**config.mk**
```make
export PLATFORM = sky130hd
export DESIGN_NAME = fetch_sequencer
export DESIGN_NICKNAME = d
export VERILOG_FILES = /design/src/rtl/fetch_sequencer_pkg.sv /design/src/rtl/fetch_sequencer.sv
export SDC_FILE = /design/constraint.sdc
export NUM_CORES = 1
export LEC_CHECK = 0
export ABC_AREA = 1
export CAP_MARGIN = 10
export CORE_MARGIN = 5
export CORE_UTILIZATION = 56
export CTS_BUF_LIST = sky130_fd_sc_hd__clkbuf_16
export CTS_CLUSTER_DIAMETER = 50
export CTS_CLUSTER_SIZE = 8
export DETAILED_ROUTE_END_ITERATION = 8
export DONT_BUFFER_PORTS = 1
export GPL_TIMING_DRIVEN = 0
export PLACE_DENSITY = 0.72
export SETUP_SLACK_MARGIN = 0.1
export SYNTH_ARGS = -nofsm -noshare
export SYNTH_HDL_FRONTEND = slang
export SYNTH_SLANG_ARGS = --single-unit
```
**constraint.sdc**
```tcl
create_clock -name clk -period 2.5 [get_ports clk]
set_input_delay 0.625 -clock clk [delete_from_list [all_inputs] [get_ports clk]]
set_output_delay 0.625 -clock clk [all_outputs]
set_load 0.05 [all_outputs]
```
**src/rtl/fetch_sequencer_pkg.sv**
```systemverilog
// Shared widths and state encoding for the two-half instruction fetch sequencer.
// ERR exists only when FETCH_TIMEOUT_EN is defined.
package fetch_sequencer_pkg;

  localparam int DATA_BUS_WIDTH    = 16;
  localparam int ADDRESS_BUS_WIDTH = 16;

  typedef enum logic [2:0] {
    IDLE   = 3'd0,
    REQ_HI = 3'd1,
    REQ_LO = 3'd2,
    DONE   = 3'd3
`ifdef FETCH_TIMEOUT_EN
    ,
    ERR    = 3'd4
`endif
  } state_t;

endpackage

```
**src/rtl/fetch_sequencer.sv**
```systemverilog
// Fetches one instruction as two memory words (high half at pc, low at pc+1).
// Optional per-access wait timeout is enabled with FETCH_TIMEOUT_EN.
module fetch_sequencer #(
  parameter int DATA_BUS_WIDTH    = fetch_sequencer_pkg::DATA_BUS_WIDTH,
  parameter int ADDRESS_BUS_WIDTH = fetch_sequencer_pkg::ADDRESS_BUS_WIDTH,
  parameter int TIMEOUT_CYCLES    = 15
) (
  input  logic                         clk,
  input  logic                         rst_n,
  input  logic                         start,
  input  logic                         pc_load,
  input  logic [ADDRESS_BUS_WIDTH-1:0] pc_in,
  output logic                         mem_rd,
  output logic [ADDRESS_BUS_WIDTH-1:0] mem_addr,
  input  logic                         mem_ready,
  input  logic [DATA_BUS_WIDTH-1:0]    mem_rdata,
  output logic                         ir_en,
  output logic                         ir_hi_select,
  output logic [DATA_BUS_WIDTH-1:0]    ir_data,
  output logic [ADDRESS_BUS_WIDTH-1:0] pc,
  output logic                         busy,
  output logic                         fetch_done,
  output logic                         fetch_err
);

  import fetch_sequencer_pkg::*;

  state_t state;
  state_t next;
  logic   timeout;
  logic   in_req;

  assign in_req = (state == REQ_HI) || (state == REQ_LO);

`ifdef FETCH_TIMEOUT_EN
  localparam int CW = $clog2(TIMEOUT_CYCLES + 1);

  logic [CW-1:0] wait_cnt;

  // Any ready or state change clears the count, so each access starts at 0.
  always_ff @(posedge clk or negedge rst_n) begin
    if (!rst_n) begin
      wait_cnt <= '0;
    end else if (in_req && !mem_ready) begin
      wait_cnt <= wait_cnt + CW'(1);
    end else begin
      wait_cnt <= '0;
    end
  end

  assign timeout = in_req && !mem_ready &&
                   (wait_cnt == CW'(TIMEOUT_CYCLES - 1));
`else
  logic unused_timeout_cfg;
  assign unused_timeout_cfg = (TIMEOUT_CYCLES == 0);
  assign timeout = 1'b0;
`endif

  always_ff @(posedge clk or negedge rst_n) begin
    if (!rst_n) begin
      state <= IDLE;
    end else begin
      state <= next;
    end
  end

  always_ff @(posedge clk or negedge rst_n) begin
    if (!rst_n) begin
      pc <= '0;
    end else if (state == IDLE && pc_load) begin
      pc <= pc_in;
    end else if (state == REQ_LO && mem_ready) begin
      pc <= pc + ADDRESS_BUS_WIDTH'(2);
    end
  end

  always_comb begin
    next = state;
    unique case (state)
      IDLE: begin
        if (start) next = REQ_HI;
      end
      REQ_HI: begin
        if (mem_ready) next = REQ_LO;
`ifdef FETCH_TIMEOUT_EN
        else if (timeout) next = ERR;
`endif
      end
      REQ_LO: begin
        if (mem_ready) next = DONE;
`ifdef FETCH_TIMEOUT_EN
        else if (timeout) next = ERR;
`endif
      end
      DONE: next = IDLE;
`ifdef FETCH_TIMEOUT_EN
      ERR: next = IDLE;
`endif
      default: next = IDLE;
    endcase
  end

  always_comb begin
    mem_rd       = 1'b0;
    mem_addr     = pc;
    ir_en        = 1'b0;
    ir_hi_select = 1'b0;
    fetch_done   = 1'b0;
    fetch_err    = 1'b0;
    unique case (1'b1)
      state == REQ_HI: begin
        mem_rd       = 1'b1;
        ir_en        = mem_ready;
        ir_hi_select = mem_ready;
      end
      state == REQ_LO: begin
        mem_rd   = 1'b1;
        mem_addr = pc + ADDRESS_BUS_WIDTH'(1);
        ir_en    = mem_ready;
      end
      state == DONE: fetch_done = 1'b1;
`ifdef FETCH_TIMEOUT_EN
      state == ERR: fetch_err = 1'b1;
`endif
      default: ;
    endcase
  end

  assign busy    = (state != IDLE);
  assign ir_data = mem_rdata;

endmodule

```
==> results of run 1 <==
==> state kept, by name, summed over array words and instances (netlist names) <==
name,count
state,2
pc,16
==> worst min-delay path by stage <==
| stage | startpoint | endpoint | slack, ns | cells past startpoint |
|---|---|---|---|---|
| after CTS | rst_n | state[1] | 0.06 | 0 |
| final | rst_n | state[1] | 0.06 | 0 |
| after global placement | rst_n | state[1] | 0.33 | 0 |
| after detailed placement | rst_n | pc[4] | 0.33 | 0 |
| after global routing | rst_n | pc[1] | 0.05 | 0 |
| after floorplan | rst_n | pc[0] | 0.33 | 0 |
==> layer usage <==
| metal | GRT usage [%] | routed length [um] |
|---|---|---|
| met2 | 45.69 | 3070 |
| met4 | 12.73 | 202 |
| met3 | 6.394 | 642 |
| met5 | 0 | 0 |
| met1 | 28.87 | 2001 |
==> through the flow <==
stage          worst slack [ns]  TNS (ns)
2_1_floorplan           0.01771         0
3_3_place_gp            -0.1796   -0.4002
3_5_place_dp            -0.1832   -0.7794
4_1_cts                -0.09258   -0.2994
5_1_grt                 -0.1445   -0.9837
6_report               -0.08488   -0.4031
==> logic make-up (layout without fill, tap and decap cells) <==
logic type               Yosys count  after routing  share of synthesized area [%]
buffers and inverters             53             72                          16.99
AND/OR/NAND/NOR                  126            126                          34.52
adder cells (fa/ha/maj)            6              6                          4.655
other                              1              1                         0.2325
XOR/XNOR                          12             12                          6.517
flip-flops                        18             18                          27.93
AO/OA/AOI/OAI                     28             28                          9.154
==> cell type report <==
| class | count | area share, % |
|---|---|---|
| Buffer | 24 | 7.726 |
| Clock buffer | 3 | 3.264 |
| Clock inverter | 1 | 0.1632 |
| Inverter | 29 | 5.060 |
| Multi-Input combinational cell | 173 | 55.60 |
| Sequential cell | 18 | 21.27 |
| Tap cell | 31 | 1.687 |
| Timing Repair Buffer | 15 | 5.223 |
==> cells in the final DEF, fill, tap and decap left out, types with 4 or more instances in the layout <==
master	count
inv_1	24
nor2_4	8
nand2_2	8
nand3_1	12
xor2_4	8
buf_6	4
dfrtp_2	7
nor2_1	26
nor3_1	7
nand2_4	5
nand2_1	46
buf_4	31
buf_2	4
o22ai_1	5
o21ai_0	11
nand4_1	5
o21ai_1	5
inv_2	4
nand3_4	4
dfrtp_4	8
==> worst max-delay path, cell delays in order (launching register included) <==
cell     delay (ns)
dfrtp_4        0.57
ha_4           0.20
nand3_4        0.11
inv_2          0.11
nand2_2        0.07
nor2_4         0.15
buf_6          0.13
xor2_4         0.34
==> power by group <==
group | internal (mW) | switching [mW]
combinational | 0.615 | 1.56
sequential | 0.472 | 0.690
clock | 0.213 | 0.122
total | 1.30 | 2.38
==> what timing repair did <==
| action | CTS | global route |
|---|---|---|
| pin swaps | 10 | 13 |
| gates resized for setup | 56 | 27 |
| cloned | 0 | 0 |
| buffers inserted | 10 | 5 |
| endpoints found under the setup margin | 16 | 14 |
==> summary.txt, run 1 <==
Floorplan
  • Initial Util: 58.48%
  • Die height: 63.67 um
  • Die area: 0.004053 sq mm
  • # IOs: 91
  • CORE AREA: 0.002758 sq mm
  • Standard-cell rows: 19
  • Die width: 63.67 um

Placement
  • Placed Instance Area: 0.001754 sq mm
  • I/O Buffers: 0
  • Post-placement cell count: 275
  • Post-DP HPWL: 3.594 mm
  • GPL Wtd Cong: 0.9244

STA
  • Endpoints failing setup: 8
  • RSZ-0062 raised after global routing: yes
  • Hold_ws: 0.05920 ns
  • Clk_skew: 0.002871 ns
  • Worst Setup Slack, final: -0.08488 ns
  • Max-slew violations: 0
  • Fmax: 0.3869 GHz
  • Post-layout min period: 2.585 ns
  • Worst-Margin Slew: 0.5729 ns
  • Final Hold Violating Endpoints: 0
  • Slew headroom: 61.80%
  • Final period util: 103.4%

Clock network
  • Worst skew pair latency: 0.26 ns
  • CTS tree: built
  • Cts bufs inserted: 3
  • H-tree Lvls: 1
  • Clk pin slew, worst setup/hold paths: 0.06 ns
  • Max Root-Sink Buffers: 2
  • CTS Hold Bufs: 0
  • CTS Root Cell: clkbuf_16
  • Clk sinks: 18

Pwr
  • IR drop worst, VDD: 1453 uV
  • Power per cell area: 1598 mW/mm^2
  • Final Power: 3.676 mW
  • Leakage power: 1.037 nW

Min path
  • Min-Delay Path Class: input port to async pin

Worst setup path
  • Critical Path Source: pc[1]
  • Reg-to-reg setup timing slack: 0.55 ns
  • Reg-to-reg endpoint: pc[5]
  • Worst setup endpoint: mem_addr[7]
  • Critical path required time: 1.88 ns
  • Critical path capture point type: primary output
  • Startpoint types: register
  • CP arrival: 1.96 ns
  • Reg2reg path depth: 7
  • Kind of critical path: register to primary output
  • Crit-path max FO: 6
  • R2R Path Start: state[1]

Synth
  • Cells after Synth: 244
  • Sequential-to-total area share from yosys stat: 27.93%
  • Top cell type's share of synthesized area: 27.93%
  • Synth async-reset ratio: 100.0%
  • Count leader, synth: nand2_1
  • Yosys warning count: 0
  • EDFF count, synth: 0
  • Ranking of synthesized cells by area: dfrtp_1 (28%), nand2_1 (13%), buf_4 (8.4%)
  • Number of distinct library cells after synthesis: 24
  • Synth Area per Inst: 6.610 sq um
  • Synth cell count leaders: nand2_1 (56), nor2_1 (30), inv_1 (26)
  • Mapped Area: 0.001613 sq mm
  • Register bit total from synthesis: 18
  • Synth area leader: dfrtp_1
  • Post-Syn Nets: 287
  • Ys flop type: dfrtp_1

Routing
  • Number of nets with antenna violations after routing: 0
  • Vias: 1806
  • Drt first-iter violations: 178
  • Routed wire length: 5.916 mm
  • DR DRC count: 0
  • Vias per Instance: 6.143
  • Average wire per standard cell: 20.12 um
  • 1st-pass router iterations: 5

Finish
  • Share of cells above drive strength 1: 41.06%
  • Antenna cells: 0
  • Non-Filler Instances: 294
  • Flip-flop and latch area: 489.2 sq um
  • Fill count: 163
  • Final nets: 307
  • Footprint of the multi-input gates: 0.001279 sq mm
  • Final instance area: 0.002300 sq mm
  • Finished Core Util: 83.39%
  • P&R area growth vs syn: 42.59%

Global routing
  • Largest net degree at the start of global routing: 19
  • Initial antenna violation count: 0
  • GRT Overall Usage: 26.03%
  • Gr ovfl total: 0
  • Vias in the first global route: 1817
  • First-pass GRT wire length: 8.390 mm

Status
  • Outcome: complete, but fails checks
  • Failing checks: negative setup slack

Job
  • MaxCap Viol Count: 0
(Power assumes the default switching activity.)
==> inputs of run 2 (changes only) <==
--- a/config.mk
+++ b/config.mk
@@ -5,7 +5,7 @@
 export SDC_FILE = /design/constraint.sdc
 export NUM_CORES = 1
 export LEC_CHECK = 0
-export ABC_AREA = 1
+export ABC_AREA = 0
 export CAP_MARGIN = 10
 export CORE_MARGIN = 5
 export CORE_UTILIZATION = 56
==> run 2 against run 1 <==
The flow still finishes with violations (negative setup slack). Sequential share of layout area increased by 0.82 points. Non-clock buffer count increased by 7. Flip-flop and latch count unchanged. Worst hold slack improved by 0.0037 ns. Via count decreased by 21%. Fmax decreased by 3.4%. Routed wire length decreased by 14%. Critical path type unchanged. Critical endpoint unchanged. Highest routed layer unchanged.
==> summary.txt, run 2 <==
STA
  • Final Hold Violating Endpoints: 0 (unchanged)
  • Worst Setup Slack, final: -0.1765 ns (-0.09161 ns)
  • RSZ-0062 raised after global routing: yes
  • Max-slew violations: 0 (unchanged)
  • Hold_ws: 0.06290 ns (+0.003698 ns)
  • Endpoints failing setup: 13 (+5)
  • Slew headroom: 24.88% (-37 points)
  • Fmax: 0.3736 GHz (-3.4%)
  • Post-layout min period: 2.676 ns (+0.09161 ns)
  • Worst-Margin Slew: 1.119 ns (+0.5459 ns)
  • Clk_skew: 0.002864 ns (-0.000007380 ns)
  • Final period util: 107.1% (+3.7 points)

Global routing
  • Grt met3 use: 6.170% (-0.22 points)
  • First-pass GRT wire length: 7.493 mm (-11%)
  • Initial antenna violation count: 0 (unchanged)
  • Vias in the first global route: 1480 (-19%)
  • Largest net degree at the start of global routing: 19 (unchanged)
  • Grt met2 use: 49.62% (+3.9 points)
  • Gr ovfl total: 0 (unchanged)
  • Grt met1 use: 32.18% (+3.3 points)
  • Gr busiest metal: met2
  • GRT Overall Usage: 27.53% (+1.5 points)

Clock network
  • Clk pin slew, worst setup/hold paths: 0.06 ns (about the same)
  • Max Root-Sink Buffers: 2 (unchanged)
  • Worst skew pair latency: 0.25 ns (about the same)
  • CTS tree: built
  • Clk sinks: 18 (unchanged)
  • CTS Root Cell: clkbuf_16
  • Cts bufs inserted: 3 (unchanged)
  • CTS Hold Bufs: 0 (unchanged)
  • H-tree Lvls: 1 (unchanged)

Synth
  • Ranking of synthesized cells by area: dfrtp_1 (31%), xor2_1 (9.2%), buf_4 (8.9%)
  • Number of distinct library cells after synthesis: 34 (+42%)
  • Count leader, synth: nor2_1
  • EDFF count, synth: 0 (unchanged)
  • Synth area leader: dfrtp_1
  • Ys flop type: dfrtp_1
  • Register bit total from synthesis: 18 (unchanged)
  • Synth cell count leaders: nor2_1 (21), dfrtp_1 (18), buf_4 (17)
  • Cells after Synth: 168 (-31%)
  • Synth async-reset ratio: 100.0% (unchanged)
  • Yosys warning count: 0 (unchanged)
  • Sequential-to-total area share from yosys stat: 31.41% (+3.5 points)
  • Post-Syn Nets: 211 (-26%)
  • Synth Area per Inst: 8.535 sq um (+29%)
  • Top cell type's share of synthesized area: 31.41% (+3.5 points)
  • Mapped Area: 0.001434 sq mm (-11%)

Floorplan
  • Initial Util: 58.41% (-0.075 points)
  • Die area: 0.003672 sq mm (-9.4%)
  • # IOs: 91 (unchanged)
  • Die width: 60.60 um (-4.8%)
  • Die height: 60.60 um (-4.8%)
  • CORE AREA: 0.002455 sq mm (-11%)
  • Standard-cell rows: 18 (-1)

Routing
  • 1st-pass router iterations: 4 (-1)
  • Routed wire length: 5.114 mm (-14%)
  • Drt first-iter violations: 85 (-52%)
  • Vias: 1424 (-21%)
  • Number of nets with antenna violations after routing: 0 (unchanged)
  • Vias per Instance: 6.414 (+4.4%)
  • DR DRC count: 0 (unchanged)
  • Average wire per standard cell: 23.04 um (+14%)

Job
  • MaxCap Viol Count: 0 (unchanged)

Worst setup path
  • Top delay family on crit path: flip-flops
  • Worst path slowest cell: dfrtp_4
  • Worst path max stage delay: 0.57 ns (about the same)
  • Startpoint types: register
  • Crit-path max FO: 6 (unchanged)
  • CP Cell Sequence: ha_4 -> nand3_4 -> or2_4 -> buf_12 -> nor2_4 -> xor2_4
  • Buffers plus inverters on the worst setup path: 1 (-1)
  • Critical path capture point type: primary output
  • Critical path required time: 1.88 ns (about the same)
  • CP arrival: 2.05 ns (+0.09 ns)
  • Kind of critical path: register to primary output

Min path
  • Min-Delay Path Class: input port to async pin

Finish
  • Fill count: 92 (-44%)
  • Max reg flops: 16 (unchanged)
  • Antenna cells: 0 (unchanged)
  • Largest Register: pc
  • Share of cells above drive strength 1: 52.60% (+12 points)
  • Most frequent cells in the layout: buf_4 (34), nor2_1 (17), a21oi_1 (11)
  • Final nets: 236 (-23%)
  • Non-Filler Instances: 222 (-24%)
  • Final instance area: 0.002215 sq mm (-3.7%)
  • Largest regs: pc x16, state x2
  • P&R area growth vs syn: 54.45%
  • Most common cell after layout, fill and taps aside: buf_4

Placement
  • I/O Buffers: 0 (unchanged)
  • GPL Wtd Cong: 0.8630 (-6.6%)
  • Placed Instance Area: 0.001688 sq mm (-3.8%)
  • Post-DP HPWL: 3.074 mm (-14%)
  • Post-placement cell count: 198 (-28%)

Status
  • Failing checks: negative setup slack
  • Outcome: complete, but fails checks
-- run 2: cells by family (layout without fill, tap and decap cells) --
| family | after synthesis | after routing | share of synthesized area [%] |
|---|---|---|---|
| simple gates | 66 | 66 | 24.61 |
| buf+inv | 29 | 53 | 12.39 |
| xor+xnor | 25 | 25 | 15.27 |
| compound gates | 19 | 19 | 7.766 |
| flops | 18 | 18 | 31.41 |
| fa+ha+maj | 6 | 6 | 5.235 |
| mux | 4 | 4 | 3.054 |
| other cells | 1 | 1 | 0.2615 |
-- run 2: area by class of cell --
class                      instances  area [sq um]  area share, %
buffer                            26         217.7          9.831
clock buffer                       3         75.07          3.390
clock inverter                     1         3.754         0.1695
inverter                           3         11.26         0.5085
multi-input combinational        121          1210          54.63
sequential                        18         489.2          22.09
tap                               30         37.54          1.695
timing repair buffer              20         170.2          7.684
-- run 2: path summary, 6_finish.rpt --
| check | start | end | slack (ns) | cells after the start |
|---|---|---|---|---|
| worst min-delay path | rst_n | pc[2] | 0.06 | 0 |
| max in group asynchronous | rst_n | pc[9] | 2.35 | 0 |
| worst max-delay path | pc[1] | mem_addr[7] | -0.18 | 6 |
| worst min register to register | state[1] | state[1] | 0.63 | 1 |
| worst max register to register | pc[5] | pc[15] | 0.22 | 7 |
| min in group clk | pc_in[0] | pc[0] | 0.52 | 1 |
-- run 2: what timing repair did --
action	CTS	global route
hold endpoints to repair	0	0
endpoints found under the setup margin	16	15
pin swaps	16	6
setup buffers	13	7
gates resized for setup	60	7
-- run 2: stage by stage --
step           util, %  setup WS (ns)  TNS [ns]
5_1_grt          90.21        -0.2315    -2.012
3_3_place_gp     68.76        -0.3329    -2.233
3_5_place_dp     68.76        -0.4340    -2.906
6_report         90.21        -0.1765    -1.318
4_1_cts          86.03        -0.1764    -1.035
2_1_floorplan        -        -0.1899   -0.8475
-- run 2: metal layers --
layer / share of wire [%] / vias to the layer above
met5: 0 / -
met4: 0.96 / 0
met3: 9.8 / 9
met2: 54 / 117
met1: 35 / 688
li1: - / 610
Power of run 2 is not shown: default switching activity piles up to over one toggle a cycle in this logic, so the estimate is an artifact.
